## src/rtl/core_pkg.sv

```systemverilog
// -----------------------------------------------------------------------------
// core_pkg
// Shared definitions for the pipelined RISC-V core:
//   - XLEN          : datapath width
//   - RES_*         : ResultSrc encodings used by the writeback mux
//   - F3_*          : load funct3 width codes
//   - wb_stage_t    : contents of the MEM/WB pipeline register
// -----------------------------------------------------------------------------
package core_pkg;

  localparam int XLEN = 32;

  // Writeback result selection. Encoding 3 is reserved and behaves like ALU.
  localparam logic [1:0] RES_ALU  = 2'd0;
  localparam logic [1:0] RES_LOAD = 2'd1;
  localparam logic [1:0] RES_PC4  = 2'd2;

  // Load width codes (funct3). Any other code is handled as a word load.
  localparam logic [2:0] F3_LB  = 3'b000;
  localparam logic [2:0] F3_LH  = 3'b001;
  localparam logic [2:0] F3_LW  = 3'b010;
  localparam logic [2:0] F3_LBU = 3'b100;
  localparam logic [2:0] F3_LHU = 3'b101;

  typedef struct packed {
    logic            valid;
    logic            regwrite;
    logic [4:0]      rd;
    logic [1:0]      resultsrc;
    logic [2:0]      funct3;
    logic [XLEN-1:0] alu;
    logic [XLEN-1:0] rdata;
    logic [XLEN-1:0] pc4;
  } wb_stage_t;

endpackage

```

## src/rtl/load_extend.sv

```systemverilog
// -----------------------------------------------------------------------------
// load_extend
// Combinational load data extraction: selects the byte/halfword addressed by
// the low address bits out of an aligned memory word, sign- or zero-extends it,
// and flags misaligned halfword/word accesses.
// Ports:
//   rdata      in   aligned memory word
//   funct3     in   load width code (undefined codes act as LW)
//   off        in   byte offset within the word (address[1:0])
//   ext_data   out  extended load value
//   misaligned out  access is not naturally aligned for its width
// -----------------------------------------------------------------------------
module load_extend
  import core_pkg::*;
#(
  parameter int XLEN = core_pkg::XLEN
) (
  input  logic [XLEN-1:0] rdata,
  input  logic [2:0]      funct3,
  input  logic [1:0]      off,
  output logic [XLEN-1:0] ext_data,
  output logic            misaligned
);

  // Byte and halfword lanes of the 32-bit memory word.
  logic [7:0]  lane_byte [4];
  logic [15:0] lane_half [2];

  genvar gi;
  generate
    for (gi = 0; gi < 4; gi++) begin : g_byte_lane
      assign lane_byte[gi] = rdata[8*gi +: 8];
    end
    for (gi = 0; gi < 2; gi++) begin : g_half_lane
      assign lane_half[gi] = rdata[16*gi +: 16];
    end
  endgenerate

  logic [7:0]  sel_byte;
  logic [15:0] sel_half;

  assign sel_byte = lane_byte[off];
  assign sel_half = lane_half[off[1]];

  always_comb begin
    ext_data   = rdata;
    misaligned = 1'b0;
    case (funct3)
      F3_LB:  ext_data = {{(XLEN-8){sel_byte[7]}}, sel_byte};
      F3_LBU: ext_data = {{(XLEN-8){1'b0}}, sel_byte};
      F3_LH: begin
        ext_data   = {{(XLEN-16){sel_half[15]}}, sel_half};
        misaligned = off[0];
      end
      F3_LHU: begin
        ext_data   = {{(XLEN-16){1'b0}}, sel_half};
        misaligned = off[0];
      end
      default: begin
        // LW and every undefined width code: whole word, must be word aligned.
        ext_data   = rdata;
        misaligned = (off != 2'b00);
      end
    endcase
  end

endmodule

```

## src/rtl/writeback_stage.sv

```systemverilog
// -----------------------------------------------------------------------------
// writeback_stage
// MEM/WB pipeline register plus writeback result selection. Sole driver of the
// register file write port. Also keeps the retired-instruction counter.
// Ports:
//   clk, rst          clock and synchronous active-high reset
//   stall, flush      hold the stage / turn it into a bubble (flush wins)
//   in_valid ...      MEM stage instruction fields captured each edge
//   RegWrite, Write_register, Write_data   register file write port
//   wb_valid          stage holds a valid instruction
//   load_misaligned   current load is misaligned (its write is suppressed)
//   instret           retired instruction count
// Outputs depend only on the stage register: an instruction captured at edge N
// drives the write port after N and is written into the register file at N+1.
// -----------------------------------------------------------------------------
module writeback_stage
  import core_pkg::*;
#(
  parameter int XLEN  = core_pkg::XLEN,
  parameter int CNT_W = 64
) (
  input  logic             clk,
  input  logic             rst,
  input  logic             stall,
  input  logic             flush,
  input  logic             in_valid,
  input  logic             RegWrite_in,
  input  logic [4:0]       rd_in,
  input  logic [1:0]       ResultSrc,
  input  logic [2:0]       funct3,
  input  logic [XLEN-1:0]  ALUResult,
  input  logic [XLEN-1:0]  ReadData,
  input  logic [XLEN-1:0]  PCPlus4,
  output logic             RegWrite,
  output logic [4:0]       Write_register,
  output logic [XLEN-1:0]  Write_data,
  output logic             wb_valid,
  output logic             load_misaligned,
  output logic [CNT_W-1:0] instret
);

  logic             valid_reg;
  logic             regwrite_reg;
  logic [4:0]       rd_reg;
  logic [1:0]       resultsrc_reg;
  logic [2:0]       funct3_reg;
  logic [XLEN-1:0]  alu_reg;
  logic [XLEN-1:0]  rdata_reg;
  logic [XLEN-1:0]  pc4_reg;
  logic [CNT_W-1:0] instret_reg;

  // ---------------------------------------------------------------------------
  // Stage register
  // ---------------------------------------------------------------------------
  always_ff @(posedge clk) begin
    if (rst) begin
      valid_reg     <= 1'b0;
      regwrite_reg  <= 1'b0;
      rd_reg        <= '0;
      resultsrc_reg <= '0;
      funct3_reg    <= '0;
      alu_reg       <= '0;
      rdata_reg     <= '0;
      pc4_reg       <= '0;
    end else if (flush) begin
      // Data fields are left as they are; the bubble masks them.
      valid_reg    <= 1'b0;
      regwrite_reg <= 1'b0;
    end else if (!stall) begin
      valid_reg     <= in_valid;
      regwrite_reg  <= RegWrite_in & in_valid;
      rd_reg        <= rd_in;
      resultsrc_reg <= ResultSrc;
      funct3_reg    <= funct3;
      alu_reg       <= ALUResult;
      rdata_reg     <= ReadData;
      pc4_reg       <= PCPlus4;
    end
  end

  // ---------------------------------------------------------------------------
  // Retired-instruction counter. An instruction retires on the edge where it
  // leaves the stage normally; a stalled-then-flushed one never retires.
  // ---------------------------------------------------------------------------
  logic retire;
  assign retire = valid_reg & ~stall & ~flush;

  always_ff @(posedge clk) begin
    if (rst) begin
      instret_reg <= '0;
    end else if (retire) begin
      instret_reg <= instret_reg + CNT_W'(1);
    end
  end

  // ---------------------------------------------------------------------------
  // Result selection
  // ---------------------------------------------------------------------------
  logic [XLEN-1:0] load_value;
  logic            load_misaligned_raw;

  load_extend #(.XLEN(XLEN)) u_load_extend (
    .rdata      (rdata_reg),
    .funct3     (funct3_reg),
    .off        (alu_reg[1:0]),
    .ext_data   (load_value),
    .misaligned (load_misaligned_raw)
  );

  logic            is_load;
  logic            misaligned_now;
  logic            write_en;
  logic [XLEN-1:0] result;

  assign is_load        = (resultsrc_reg == RES_LOAD);
  assign misaligned_now = valid_reg & is_load & load_misaligned_raw;
  assign write_en       = valid_reg & regwrite_reg & (rd_reg != 5'd0) & ~misaligned_now;

  always_comb begin
    case (resultsrc_reg)
      RES_LOAD: result = load_value;
      RES_PC4:  result = pc4_reg;
      default:  result = alu_reg;   // RES_ALU and the reserved encoding
    endcase
  end

  // Write port is zeroed whenever no write happens so downstream forwarding
  // never sees stale data on an idle port.
  assign RegWrite        = write_en;
  assign Write_register  = write_en ? rd_reg : 5'd0;
  assign Write_data      = write_en ? result : '0;
  assign wb_valid        = valid_reg;
  assign load_misaligned = misaligned_now;
  assign instret         = instret_reg;

endmodule

```

## config.mk

```make
export PLATFORM = sky130hd
export DESIGN_NAME = writeback_stage
export DESIGN_NICKNAME = d
export VERILOG_FILES = /design/src/rtl/core_pkg.sv /design/src/rtl/load_extend.sv /design/src/rtl/writeback_stage.sv
export SDC_FILE = /design/constraint.sdc
export NUM_CORES = 1
export LEC_CHECK = 0
export ABC_AREA = 0
export ABC_CLOCK_PERIOD_IN_PS = 3280
export CAP_MARGIN = 20
export CORE_MARGIN = 4
export CORE_UTILIZATION = 49
export CTS_CLUSTER_SIZE = 8
export DETAILED_ROUTE_END_ITERATION = 7
export GPL_ROUTABILITY_DRIVEN = 0
export HOLD_SLACK_MARGIN = 0.03
export MAX_ROUTING_LAYER = met4
export PLACE_DENSITY = 0.83
export RECOVER_POWER = 100
export SLEW_MARGIN = 20
export SYNTH_ARGS = -nofsm -noshare
export SYNTH_HDL_FRONTEND = slang
export SYNTH_HIERARCHICAL = 1
export SYNTH_SLANG_ARGS = --single-unit
```

## constraint.sdc

```tcl
create_clock -name clk -period 3.28 [get_ports clk]
set_input_delay 0.82 -clock clk [delete_from_list [all_inputs] [get_ports clk]]
set_output_delay 0.82 -clock clk [all_outputs]
set_load 0.005 [all_outputs]
```

==> After elaboration in Yosys (flattened, before gate mapping) <==
Index checks and enable logic that the tools add are counted.
Widths: inputs -> output; s select.
{ "totals": {"ff_bits": 172, "latchBits": 0, "ram_bits": 0, "romBits": 0, "inputBits": 112, "out_inout_bits": 104, "wordCells": 48, "mem_count": 0} }
{ "classes": {"add_sub_neg": 1, "multipliers": 0, "n_div": 0, "order_cmp": 2, "eq_ne": 5, "shifts": 0, "mux": 11, "bitwise_logic": 13, "n_reduce_logical": 7} }
{ "op_table": {"columns": ["op", "n"], "rows": [
  ["$pmux 32 s4", 1],
  ["$add 64x1->64 const B", 1],
  ["$pmux 32 s2", 1],
  ["$mux 16", 3],
  ["$mux 32", 1],
  ["$bmux 8 s2", 1],
  ["$mux 8", 2],
  ["$and 1x1->1", 8],
  ["$eq 3x3->1 const B", 2],
  ["$reduce_or 2->1", 3],
  ["$mux 5", 1],
  ["$reduce_bool 5->1", 1],
  ["$eq 3x1->1 const B", 1],
  ["$ge 3x3->1 const B", 1],
  ["$logic_not 3->1", 1],
  ["$not 1->1", 3],
  ["$not 2->3", 1],
  ["$eq 2x1->1 const B", 1],
  ["$eq 2x2->1 const B", 1],
  ["$ge 2x2->1 const B", 1],
  ["$not 1->2", 1],
  ["$pmux 1 s2", 1],
  ["$reduce_and 2->1", 1],
  ["$reduce_bool 2->1", 1]
]} }

==> Depth between registers and ports, before layout <==
Gate-level depths: netlist of run 1.
{ "logic_depth": {"word_depth": 7, "mapped_depth": 10, "mapped_depth_nobuf": 8} }

==> Modules after synthesis <==
Netlist of run 1, hierarchy kept.
{ "by_module_without_submodules": {"columns": ["module", "n_inst", "cells_per_inst", "area_per_inst_um2", "seq_area_each_um2"], "rows": [
  ["writeback_stage", 1, 1020, 7674.9, 3443.3],
  ["load_extend", 1, 108, 611.8, 0.0]
]} }

==> Least setup slack after synthesis of run 1 <==
OpenSTA, ideal clock, no wires.
{ "synth_path": {"path_type": "register -> output", "from": "register funct3_reg[1]", "to": "output Write_data[10]", "arrival_ns": 1.958, "required_time_ns": 2.460, "path_slack_ns": 0.502, "path_stages_with_launch": 10, "path_buffers": 3, "path_cell_list": "dfxtp_1 -> clkbuf_1 -> clkbuf_1 -> a21oi_1 -> nor2_1 -> nand3_1 -> and3_1 -> o21ai_1 -> clkbuf_1 -> nor2_1"} }
{ "synth_between": {"elab_chain_cells": 7, "word_cells_on_any_way": 13, "cone_classes": "3 x eq/ne; 4 x mux; 3 x bitwise; 3 x reduce/logical"} }
{ "synth_lines": {"columns": ["item", "line_no", "rtl"], "rows": [
  ["start, declared", "writeback_stage.sv:46", "logic [2:0] funct3_reg;"],
  ["start signal, assigned", "writeback_stage.sv:74", "funct3_reg <= funct3;"],
  ["$eq 3x1->1, or another cell as far along", "load_extend.sv:48", "case (funct3)"],
  ["$reduce_or 2->1 (no source line)", null, null],
  ["$pmux 1 s2 *", "load_extend.sv:48", null],
  ["net load_misaligned_raw", "writeback_stage.sv:100", "logic load_misaligned_raw;"],
  ["$and 1x1->1 *", "writeback_stage.sv:116", "assign misaligned_now = valid_reg & is_load & load_misaligned_raw;"],
  ["$not 1->1 *", "writeback_stage.sv:117", "assign write_en = valid_reg & regwrite_reg & (rd_reg != 5'd0) & ~misaligned_now;"],
  ["$and 1x1->1 *", "writeback_stage.sv:117", null],
  ["$mux 32 *", "writeback_stage.sv:131", "assign Write_data = write_en ? result : '0;"],
  ["end, declared", "writeback_stage.sv:36", "output logic [XLEN-1:0] Write_data,"]
]} }
Mark *: on every way through the listed nets, which the timed path passes. The rest lies on a longest branch.

==> Worst setup path in the final report of run 1 <==
{ "layout_path": {"from": "register alu_reg[1]", "to": "output Write_data[15]"} }
{ "layout_between": {"elab_chain_cells": 7, "word_cells_on_any_way": 16, "cone_classes": "10 x mux; 5 x bitwise; 1 x reduce/logical"} }
{ "layout_lines": {"columns": ["item", "line_no", "rtl"], "rows": [
  ["start, declared", "writeback_stage.sv:47", "logic [XLEN-1:0] alu_reg;"],
  ["start signal, assigned", "writeback_stage.sv:75", "alu_reg <= ALUResult;"],
  ["$not 2->3 (not written as such) / $not 1->2 (equally long branches)", "load_extend.sv:42, load_extend.sv:43", null],
  ["$bmux 8 s2 / $mux 16 (equally long branches)", "load_extend.sv:42, load_extend.sv:43", null],
  ["$mux 8 (not written as such) / $mux 16 (equally long branches) (2 in a row)", "load_extend.sv:42, load_extend.sv:43", null],
  ["$pmux 32 s4 *", "load_extend.sv:48", null],
  ["net load_value[15]", "writeback_stage.sv:99", "logic [XLEN-1:0] load_value;"],
  ["$pmux 32 s2 *", "writeback_stage.sv:120", "case (resultsrc_reg)"],
  ["$mux 32 *", "writeback_stage.sv:131", null]
]} }
Mark *: on every way through the listed nets, which the timed path passes. The rest lies on a longest branch. The select of a mux whose other input is x is not followed.

==> summary.md, run 1 <==
| Metric | Value |
|---|---|
| Element type at the critical path start | `register` |
| Proportion of register bits with asynchronous set or reset after synthesis | `0%` |
| Max FFs per register | `64` |
| Clk buf depth | `2` |
| Reg-to-reg startpoint | `wb_valid$_SDFFE_PP0N_` |
| CP Cell Sequence | `mux4_2 -> buf_4 -> nand2_4 -> nor2_1 -> a211o_1 -> a22oi_2 -> nor2_1 -> a21oi_2 -> nor2_1 -> dlygate4sd2_1` |
| Mean post-synth cell area | `7.346 um2` |
| Power, Total | `roughly 5 mW` |
| Leakage | `4.225 nW` |
| Slowest cell on the critical path | `sky130_fd_sc_hd__mux4_2` |
| Status | `finished, violations left` |
| Max stage delay on crit path | `between 500 and 600 ps` |
| Post-route clock period utilization | `102.2%` |
| Maxcap violations | `0` |
| Unrepaired setup endpoints after global routing | `true` |
| Switching share of total power | `roughly a quarter` |
| Fraction of the yosys area taken by sequential cells | `41.55%` |
| CP Capture Point | `Write_data[15]` |
| Setup clock skew after layout | `11.47 ps` |
| Clock edge transition at the registers on the reported setup and hold paths | `60 ps` |
| Critical path required time | `2460 ps` |
| Post-Layout Cell Count | `around 1600` |
| Remaining routing DRC violations | `0` |
| Die footprint | `between 15000 and 20000 um2` |
| Clock tree root driver cell | `sky130_fd_sc_hd__clkbuf_16` |
| Sequential cell area | `3450 um2` |
| Fmax achieved | `298.2 MHz` |
| Clock period minus worst slack | `roughly 3400 ps` |
| Maximum number of pins on one net before global-route repair | `~110` |
| Area post-placement | `10680 um2` |
| Critical path arrival | `2530 ps` |
| Kind of end point of the critical path | `output pin` |
| Nets in the synthesized netlist | `1243` |
| H-tree depth reported by CTS | `4` |
| Worst max-slew margin expressed relative to the limit | `23.96%` |
| Mapped cell area | `8287 um2` |
| Share of power burned in combinational logic | `9.6%` |
| Capture instance of the worst register-to-register path | `instret[58]$_SDFFE_PP0P_` |
| Worst Path Buf+Inv | `2` |
| All-layer global routing usage | `28.38%` |
| Slew Viols, Final | `0` |
| Slack of the worst reg-to-reg path | `710 ps` |
| I/O Buffers | `approximately 220` |
| First-pass GRT wire length | `43740 um` |
| Total of fill cells in the finished design | `1327` |
| Violated checks | `setup timing` |
| Cell area after layout | `11530 um2` |
| TritonCTS clock tree | `built` |
| Relative area change from synthesis to final layout | `39.14%` |
| Count of boundary I/O pins | `between 200 and 250` |
| Total number of clock tree sinks | `172` |
| Post-synthesis cell type with the largest combined area | `sky130_fd_sc_hd__dfxtp_1` |
| Category of cells accounting for the largest share of critical-path delay | `multiplexers` |
| Worst Slack Setup Final | `-73.17 ps` |
| Setup tns final | `-511.4 ps` |
| Vert. Die Dim | `~140 um` |
| Commonest cells after routing, fill and taps aside | `272 x sky130_fd_sc_hd__nand2_1, 184 x sky130_fd_sc_hd__a21oi_1, 167 x sky130_fd_sc_hd__dfxtp_1, 120 x sky130_fd_sc_hd__clkdlybuf4s50_1, 108 x sky130_fd_sc_hd__nor2_1` |
| Starting Density | `49.97%` |
| Power density over cell area | `roughly 430 nW/um2` |
| Number of distinct library cells after synthesis | `50` |
| Hold Fails Final Rpt | `0` |
| Share of layout cells above drive strength 1 | `10.38%` |
| Number of antenna violations at the first check in global routing | `2` |
| EDFF count, synth | `0` |
| Ys flop type | `sky130_fd_sc_hd__dfxtp_1` |
| Leading post-synthesis cells by cell area | `sky130_fd_sc_hd__dfxtp_1 42%, sky130_fd_sc_hd__nand2_1 13%, sky130_fd_sc_hd__a21oi_1 11%, sky130_fd_sc_hd__nor2_1 5.0%, sky130_fd_sc_hd__a22oi_1 3.4%` |
| Sequential Power Share | `44.6%` |
| Via/cell ratio | `5.772` |
| Wire length per cell after detailed routing | `17.72 um` |
| Fraction of synthesized cell area taken by the top area cell type | `41.55%` |
| Iter 0 DRT Violations | `around 810` |
| Total number of yosys warnings | `6` |
| Vias | `about 9000` |
| Worst-margin pin slew | `1141 ps` |
| Internal Power | `3.783 mW` |
| Number of cells in the design after placement | `1514` |
| Largest voltage drop on the vdd net | `0.3653 mV` |
| Library cell appearing most often on the critical path | `sky130_fd_sc_hd__nor2_1` |
| Row count | `47` |
| Critical Path Fanout Max | `5` |
| Multi-input gate area in the final layout | `around 4600 um2` |
| Total clock buffers created by CTS | `17` |
| Net Sw Power | `1.150 mW` |
| Worst setup slack before clock tree synthesis | `approximately 40 ps` |
| Worst setup path startpoint | `alu_reg[1]$_SDFFE_PP0P_` |
| Power share of the clock group | `45.9%` |
| Register bit total from synthesis | `approximately 170` |
| Detailed-router iteration count before antenna repair | `5` |
| Most common library cell in the layout ignoring fill and taps | `sky130_fd_sc_hd__nand2_1` |
| Final setup vio count | `15` |
| CP Class | `reg2out` |
| Number of nets at the end of the flow | `between 1000 and 1500` |
| GR Overflow Total | `0` |
| Sum of net half-perimeters after detailed placement | `around 19000 um` |
| Wirelength, routed | `27660 um` |
| Placeable core region | `16580 um2` |
| Die width | `~140 um` |
| Worst R2R Path Depth | `7` |
| Vias in the first global route | `8601` |
| Type of the tightest min-delay check | `reg2reg` |
| Stages on the worst setup path | `10` |
| Post-Synthesis Cells | `1128` |
| Clock network latency to the later pin of the worst-skew pair | `approximately 430 ps` |
| Antenna Violating Nets Remaining | `0` |
power by group through the flow:
stage	clock, mW	sequential [mW]	combinational, mW
3_5_place_dp	0	2.24	0.431
2_1_floorplan	0	2.22	0.222
5_1_grt	2.37	2.20	0.511
4_1_cts	2.28	2.19	0.460
3_3_place_gp	0	2.24	0.428
6_report	2.26	2.20	0.471
final cells by class:
| type | instances | area share, % |
|---|---|---|
| inverters | 18 | 0.5860 |
| flip-flops and latches | 172 | 29.92 |
| repair buffers | 253 | 21.14 |
| diodes | 2 | 0.04341 |
| clock buffers | 20 | 3.961 |
| well taps | 220 | 2.387 |
| multi-input cells | 864 | 40.17 |
| clock inverters | 12 | 1.791 |
how the worst min path moves through the flow:
| stage | start | end | cells after the start |
|---|---|---|---|
| 6_report | alu_reg[10]$_SDFFE_PP0P_ | alu_reg[10]$_SDFFE_PP0P_ | 2 |
| 5_1_grt | alu_reg[27]$_SDFFE_PP0P_ | alu_reg[27]$_SDFFE_PP0P_ | 2 |
| 4_1_cts | alu_reg[10]$_SDFFE_PP0P_ | alu_reg[10]$_SDFFE_PP0P_ | 2 |
| 3_5_place_dp | pc4_reg[22]$_SDFFE_PP0P_ | pc4_reg[22]$_SDFFE_PP0P_ | 2 |
| 3_3_place_gp | alu_reg[26]$_SDFFE_PP0P_ | alu_reg[26]$_SDFFE_PP0P_ | 2 |
| 2_1_floorplan | rdata_reg[0]$_SDFFE_PP0P_ | rdata_reg[0]$_SDFFE_PP0P_ | 2 |
worst register-to-register path, stage by stage (launching register included):
cell,delay [ps]
sky130_fd_sc_hd__dfxtp_1,360
sky130_fd_sc_hd__clkbuf_1,280
sky130_fd_sc_hd__nand4bb_1,350
sky130_fd_sc_hd__nor4_4,420
sky130_fd_sc_hd__nand2_1,90
sky130_fd_sc_hd__clkbuf_2,270
sky130_fd_sc_hd__or4_1,570
sky130_fd_sc_hd__a21oi_1,170
repair_timing:
action	CTS	global route
setup endpoints to repair	33	32
cloned	1	1
setup buffers	9	4
hold buffers	0	0
pin swaps	16	27
endpoints found under the hold margin	0	0
gates resized for setup	74	43
logic make-up (layout without fill, tap and decap cells):
family	count (synthesis)	count (layout)	synth area share (%)
flops	172	172	41.55
simple gates	548	548	30.35
buf+inv	92	303	4.394
other cells	0	2	0
xor+xnor	26	26	2.748
mux	9	9	1.314
fa+ha+maj	3	3	0.4530
compound gates	278	278	19.19
metrics by stage:
| step | hold WS [ps] | utilization, % |
|---|---|---|
| finish | 454.9 | 69.53 |
| global route | 476.7 | 69.53 |
| CTS | 458.6 | 69.41 |
| detailed placement | 448.3 | 64.41 |
| global placement | 442.8 | 64.41 |
| floorplan | 436.6 | - |
routing by layer:
layer	track usage, %	wire length, um
met5	-	0
met3	6.630	2433
met4	12.43	1100
met1	34.57	11090
met2	45.14	13040
cell usage after synthesis (all sizes together) (3+ instances only):
cell      n
xor2     11
nand2   281
nand3    29
mux2i     3
nand4b    7
ha        3
a22oi    38
or2       7
and3     15
o21ai    23
o31ai    14
nor3     14
or4      17
a21oi   187
nor2b     9
and2      7
nand4    22
xnor2    15
buf      10
inv      18
nor2    110
clkbuf   64
nor4     10
or3      13
o41ai     6
dfxtp   172
mux2      5
No activity file was read; power rests on OpenSTA's default activity.
==> run 2, diff against run 1 <==
Settings changed: CORE_MARGIN 4 to not set.
==> run 2 against run 1 <==
  * The run still ends with setup timing left
  * First-iteration DRC count decreased by 7.9%
  * Global-route usage is 2.9 points higher
  * Via count up 0.62%
  * Register-to-register slack worse by 390 ps
  * Critical path depth up 2
  * Routed wire length shrank 1.9%
==> summary.md, run 2 (synthesis gave the netlist of run 1 again) <==
| Metric | Value |
|---|---|
| Iter 0 DRT Violations | `750` |
| Largest voltage drop on the vdd net | `0.3993 mV` |
| Clock tree root driver cell | `sky130_fd_sc_hd__clkbuf_16` |
| Internal Power | `3.661 mW` |
| Post-layout util | `69.47%` |
| Category of cells accounting for the largest share of critical-path delay | `multiplexers` |
| Clk buf depth | `2` |
| Commonest cells after routing, fill and taps aside | `271 x sky130_fd_sc_hd__nand2_1, 186 x sky130_fd_sc_hd__a21oi_1, 167 x sky130_fd_sc_hd__dfxtp_1, 123 x sky130_fd_sc_hd__clkdlybuf4s50_1, 108 x sky130_fd_sc_hd__nor2_1` |
| Hold Fails Final Rpt | `0` |
| Worst max-slew margin expressed relative to the limit | `22.41%` |
| Critical Path Fanout Max | `5` |
| H-tree depth reported by CTS | `4` |
| Relative area change from synthesis to final layout | `38.53%` |
| All-layer global routing usage | `~31%` |
| CP Class | `reg2out` |
| Post-Layout Cell Count | `1564` |
| Placeable core region | `16520 um2` |
| Number of nets at the end of the flow | `1445` |
| Clock period minus worst slack | `approximately 3500 ps` |
| Total clock buffers created by CTS | `17` |
| Cell area after layout | `11480 um2` |
| Sum of net half-perimeters after detailed placement | `18230 um` |
| CP Cell Sequence | `mux4_2 -> nor3b_4 -> o21bai_4 -> buf_12 -> buf_16 -> buf_6 -> nand2_2 -> a22oi_2 -> nor2_1 -> a21oi_1 -> nor2_1 -> buf_2` |
| Max FFs per register | `64` |
| Status | `finished, violations left` |
| Worst setup slack before clock tree synthesis | `~190 ps` |
| Worst Path Buf+Inv | `4` |
| Share of layout cells above drive strength 1 | `10.66%` |
| Area post-placement | `10750 um2` |
| Total number of clock tree sinks | `roughly 170` |
| Library cell appearing most often on the critical path | `sky130_fd_sc_hd__nor2_1` |
| Antenna Violating Nets Remaining | `0` |
| Number of cells in the design after placement | `around 1500` |
| Critical path arrival | `2630 ps` |
| Slew Viols, Final | `0` |
| Power, Total | `4.794 mW` |
| Post-route clock period utilization | `105.3%` |
| Fmax achieved | `289.5 MHz` |
| Number of antenna violations at the first check in global routing | `3` |
| Vias | `9066` |
| Critical path required time | `2460 ps` |
| Worst slack on hold paths | `454.6 ps` |
| Clock edge transition at the registers on the reported setup and hold paths | `60 ps` |
| Remaining routing DRC violations | `0` |
| Power density over cell area | `417.6 nW/um2` |
| Element type at the critical path start | `register` |
| Worst Slack Setup Final | `-174.6 ps` |
| Type of the tightest min-delay check | `reg2reg` |
| TritonCTS clock tree | `built` |
| Kind of end point of the critical path | `output pin` |
| I/O Buffers | `~220` |
| Row count | `47` |
| Most common library cell in the layout ignoring fill and taps | `sky130_fd_sc_hd__nand2_1` |
| Starting Density | `around half` |
| Setup tns final | `-1495 ps` |
| Slowest cell on the critical path | `sky130_fd_sc_hd__mux4_2` |
| Wire length per cell after detailed routing | `17.36 um` |
| Die footprint | `approximately 17000 um2` |
| GR Overflow Total | `0` |
| Worst-margin pin slew | `about 1200 ps` |
| Leakage | `4.185 nW` |
| Net Sw Power | `1.133 mW` |
| Via/cell ratio | `5.797` |
| Cts hold-fix bufs | `0` |
| Vert. Die Dim | `between 100 and 150 um` |
| Max stage delay on crit path | `about 540 ps` |
| Total of fill cells in the finished design | `1329` |
| Switching share of total power | `roughly a quarter` |
| Final setup vio count | `25` |
| Setup clock skew after layout | `13.14 ps` |
| Vias in the first global route | `~8500` |
| Violated checks | `setup timing` |
| First-pass GRT wire length | `42480 um` |
| Power share of the clock group | `44.1%` |
| Die width | `132.0 um` |
| Wirelength, routed | `27150 um` |
| Clock network latency to the later pin of the worst-skew pair | `430 ps` |
| Sequential Power Share | `45.9%` |
| Maxcap violations | `0` |
| Maximum number of pins on one net before global-route repair | `107` |
| Share of power burned in combinational logic | `roughly a tenth` |
| Detailed-router iteration count before antenna repair | `8` |
| Unrepaired setup endpoints after global routing | `true` |
| Count of boundary I/O pins | `between 200 and 250` |
-- run 2: worst min-delay path: stages, from the launching register on --
cell and delay (ps):
sky130_fd_sc_hd__dfxtp_1 310, sky130_fd_sc_hd__nand2_1 50, sky130_fd_sc_hd__a21oi_1 50
-- run 2: per-layer routing --
| metal | track usage [%] | up-vias | routed length, um |
|---|---|---|---|
| met1 | 37.22 | 4246 | 10900 |
| met2 | 50.76 | 455 | 12850 |
| met3 | 6.190 | 71 | 2371 |
| met5 | - | - | 0 |
| li1 | - | 4294 | - |
| met4 | 14.60 | 0 | 1032 |
-- run 2: what timing repair did --
action / in CTS / in global routing
buffers inserted: 7 / 2
gates cloned: 1 / 0
pin swaps: 24 / 35
resized for setup: 86 / 41
endpoints found under the hold margin: 0 / 0
endpoints found under the setup margin: 33 / 31
-- run 2: power by group through the flow --
stage / sequential [mW] / clock, mW / combinational (mW)
floorplan: 2.22 / 0 / 0.222
global placement: 2.24 / 0 / 0.436
detailed placement: 2.24 / 0 / 0.441
CTS: 2.19 / 2.12 / 0.464
global route: 2.20 / 2.20 / 0.524
finish: 2.20 / 2.11 / 0.483
-- run 2: final timing paths --
kind | from | endpoint | slack, ps | depth (start not counted)
setup / recovery | alu_reg[1]$_SDFFE_PP0P_ | Write_data[25] | -170 | 12
hold / removal | pc4_reg[7]$_SDFFE_PP0P_ | pc4_reg[7]$_SDFFE_PP0P_ | 450 | 2
setup reg to reg | instret[1]$_SDFFE_PP0P_ | instret[46]$_SDFFE_PP0P_ | 320 | 6
hold reg to reg | pc4_reg[7]$_SDFFE_PP0P_ | pc4_reg[7]$_SDFFE_PP0P_ | 450 | 2
-- run 2: final cells by class --
| type | count | area, um2 | area share, % |
|---|---|---|---|
| well taps | 220 | 275.3 | 2.398 |
| clock inverters | 10 | 167.7 | 1.460 |
| diodes | 3 | 7.507 | 0.06539 |
| multi-input cells | 864 | 4604 | 40.11 |
| repair buffers | 257 | 2471 | 21.53 |
| clock buffers | 20 | 436.7 | 3.804 |
| inverters | 18 | 67.56 | 0.5886 |
| flip-flops and latches | 172 | 3450 | 30.05 |
==> run 3, diff against run 2 <==
Settings changed: ABC_CLOCK_PERIOD_IN_PS 3280 to not set, PLACE_DENSITY 0.83 to 0.79.
==> run 3 against run 2 <==
  * The flow still finishes with violations (setup timing)
  * Cell count up 0.45%
  * First-iteration DRC count up 2.7%
  * Clock power down 3%
  * Via count down 1.2%
  * Flip-flop and latch count unchanged
  * Critical endpoint is now Write_data[14]
  * Critical path depth down 2
==> summary.md, run 3 (synthesis gave the netlist of run 1 again) <==
| Metric | Value |
|---|---|
| Library cell appearing most often on the critical path | `sky130_fd_sc_hd__nor2_1` |
| Sum of net half-perimeters after detailed placement | `18470 um` |
| CP Class | `reg2out` |
| Placeable core region | `16520 um2` |
| Status | `finished, violations left` |
| Clock edge transition at the registers on the reported setup and hold paths | `70 ps` |
| Max stage delay on crit path | `510 ps` |
| Clk buf depth | `2` |
| Row count | `47` |
| Final setup vio count | `16` |
| GR Overflow Total | `0` |
| Capture instance of the worst register-to-register path | `instret[46]$_SDFFE_PP0P_` |
| Worst R2R Path Depth | `6` |
| Max FFs per register | `64` |
| Worst max-slew margin expressed relative to the limit | `15.19%` |
| Share of power burned in combinational logic | `10.2%` |
| Vias in the first global route | `between 8000 and 9000` |
| Most common library cell in the layout ignoring fill and taps | `sky130_fd_sc_hd__nand2_1` |
| Total of fill cells in the finished design | `1369` |
| Worst-margin pin slew | `1272 ps` |
| Count of boundary I/O pins | `between 200 and 250` |
| Antenna Violating Nets Remaining | `0` |
| Starting Density | `50.15%` |
| All-layer global routing usage | `between 30% and 40%` |
| Area post-placement | `approximately 11000 um2` |
| H-tree depth reported by CTS | `4` |
| Die width | `132.0 um` |
| Met1 Routed Length | `10450 um` |
| Leakage | `4.223 nW` |
| Via/cell ratio | `5.701` |
| Fmax achieved | `297.6 MHz` |
| I/O Buffers | `215` |
| Vias | `8957` |
| Iter 0 DRT Violations | `770` |
| Violated checks | `setup timing` |
| Setup clock skew after layout | `8.876 ps` |
| Clock network latency to the later pin of the worst-skew pair | `around 430 ps` |
| Relative area change from synthesis to final layout | `38.26%` |
| Post-route clock period utilization | `102.4%` |
| Critical path required time | `2460 ps` |
| Detailed-router iteration count before antenna repair | `5` |
| Met3 routed WL | `2114 um` |
| Worst setup path startpoint | `alu_reg[1]$_SDFFE_PP0P_` |
| Clock tree root driver cell | `sky130_fd_sc_hd__clkbuf_16` |
| Worst slack on hold paths | `roughly 460 ps` |
| Internal Power | `about 3.5 mW` |
| Critical Path Fanout Max | `3` |
| Net Sw Power | `1.172 mW` |
| Power share of the clock group | `43.3%` |
| Number of nets at the end of the flow | `approximately 1500` |
| Wire length per cell after detailed routing | `about 17 um` |
| Maximum number of pins on one net before global-route repair | `88` |
| Vert. Die Dim | `132.0 um` |
| Cell area after layout | `11460 um2` |
| Share of layout cells above drive strength 1 | `10.76%` |
| Critical path arrival | `2540 ps` |
| Hold Fails Final Rpt | `0` |
| Commonest cells after routing, fill and taps aside | `272 x sky130_fd_sc_hd__nand2_1, 186 x sky130_fd_sc_hd__a21oi_1, 170 x sky130_fd_sc_hd__dfxtp_1, 117 x sky130_fd_sc_hd__clkdlybuf4s50_1, 109 x sky130_fd_sc_hd__nor2_1` |
| First-pass GRT wire length | `about 41000 um` |
| Sequential Power Share | `46.5%` |
| CP Cell Sequence | `mux4_2 -> buf_4 -> nand2_2 -> nor2_1 -> a221o_1 -> a22oi_1 -> nor2_1 -> a21oi_1 -> nor2_1 -> dlygate4sd2_1` |
| Slew Viols, Final | `0` |
| Highest signal layer in the routed design | `met4` |
| Worst Slack Setup Final | `-79.98 ps` |
| Slowest cell on the critical path | `sky130_fd_sc_hd__mux4_2` |
| Number of antenna violations at the first check in global routing | `3` |
| CP Capture Point | `Write_data[14]` |
| Total number of clock tree sinks | `about 170` |
| Remaining routing DRC violations | `0` |
| TritonCTS clock tree | `built` |
| Clock period minus worst slack | `3360 ps` |
| Wirelength, routed | `~27000 um` |
| Reg-to-reg startpoint | `instret[1]$_SDFFE_PP0P_` |
| Kind of end point of the critical path | `output pin` |
| Die footprint | `17440 um2` |
| Unrepaired setup endpoints after global routing | `true` |
| Switching share of total power | `24.83%` |
| Type of the tightest min-delay check | `reg2reg` |
| Total clock buffers created by CTS | `17` |
| Power density over cell area | `just over 400 nW/um2` |
| Element type at the critical path start | `register` |
| Slack of the worst reg-to-reg path | `650 ps` |
| Maxcap violations | `0` |
| Wire length on met2 | `12900 um` |
| Largest voltage drop on the vdd net | `0.4020 mV` |
-- run 3: changes by cell type in the layout (fill, tap and decap cells not counted), moves of 3 or more --
cell and change:
sky130_fd_sc_hd__buf_2 -5, sky130_fd_sc_hd__clkbuf_2 +6, sky130_fd_sc_hd__inv_6 +4, sky130_fd_sc_hd__dfxtp_1 +3, sky130_fd_sc_hd__dfxtp_2 -3, sky130_fd_sc_hd__dlygate4sd3_1 +3
sky130_fd_sc_hd__dlygate4sd2_1 +3, sky130_fd_sc_hd__clkdlybuf4s50_1 -6
-- run 3: critical path: cells and delay by family (launching register included) --
family / cells / cell delay (ps)
compound gates: 3 / 570
mux: 1 / 510
buf+inv: 2 / 440
flops: 1 / 350
simple gates: 4 / 250
-- run 3: metrics by stage --
stage               setup WS [ps]  util (%)  TNS (ps)  total power, mW  cells
floorplan                   501.6         -         0            2.445   1128
CTS                        -109.1     69.12     -1156            4.721   1564
detailed placement          92.53     65.02         0            2.682   1524
global route               -199.1     69.33     -3152            4.867   1571
finish                     -79.98     69.33    -651.0            4.720   1571
global placement            133.3     65.02         0            2.677   1524
-- run 3: what timing repair did --
action / in CTS / in global routing
endpoints found under the hold margin: 0 / 0
setup buffers: 7 / 4
hold buffers: 0 / 0
setup endpoints to repair: 33 / 32
gates resized for setup: 66 / 59
pin swaps: 5 / 23
gates cloned: 1 / 0
-- run 3: layer usage --
metal  vias to the layer above  GRT usage [%]
met5                         -              -
met4                         0          14.28
met3                        69          5.844
met2                       413          50.47
met1                      4165          35.61
li1                       4310              -
-- run 3: power groups by stage --
stage	Clock (mW)	Sequential, mW	Combinational (mW)
floorplan	0	2.22	0.222
global placement	0	2.24	0.439
detailed placement	0	2.24	0.443
CTS	2.06	2.19	0.465
global route	2.15	2.20	0.519
finish	2.04	2.20	0.482
-- run 3: worst min-delay path by stage --
stage | end | cells after the start | startpoint
after global routing | pc4_reg[1]$_SDFFE_PP0P_ | 2 | pc4_reg[1]$_SDFFE_PP0P_
after floorplan | rdata_reg[0]$_SDFFE_PP0P_ | 2 | rdata_reg[0]$_SDFFE_PP0P_
after global placement | pc4_reg[14]$_SDFFE_PP0P_ | 2 | pc4_reg[14]$_SDFFE_PP0P_
final | pc4_reg[7]$_SDFFE_PP0P_ | 2 | pc4_reg[7]$_SDFFE_PP0P_
after detailed placement | pc4_reg[2]$_SDFFE_PP0P_ | 2 | pc4_reg[2]$_SDFFE_PP0P_
after CTS | pc4_reg[2]$_SDFFE_PP0P_ | 2 | pc4_reg[2]$_SDFFE_PP0P_
-- run 3: cell type report --
| cell class | count | area, um2 | area share [%] |
|---|---|---|---|
| flip-flops and latches | 172 | 3446 | 30.08 |
| multi-input cells | 864 | 4578 | 39.96 |
| clock buffers | 18 | 439.2 | 3.833 |
| well taps | 220 | 275.3 | 2.403 |
| clock inverters | 14 | 157.7 | 1.376 |
| repair buffers | 262 | 2486 | 21.70 |
| diodes | 3 | 7.507 | 0.06552 |
| inverters | 18 | 67.56 | 0.5897 |
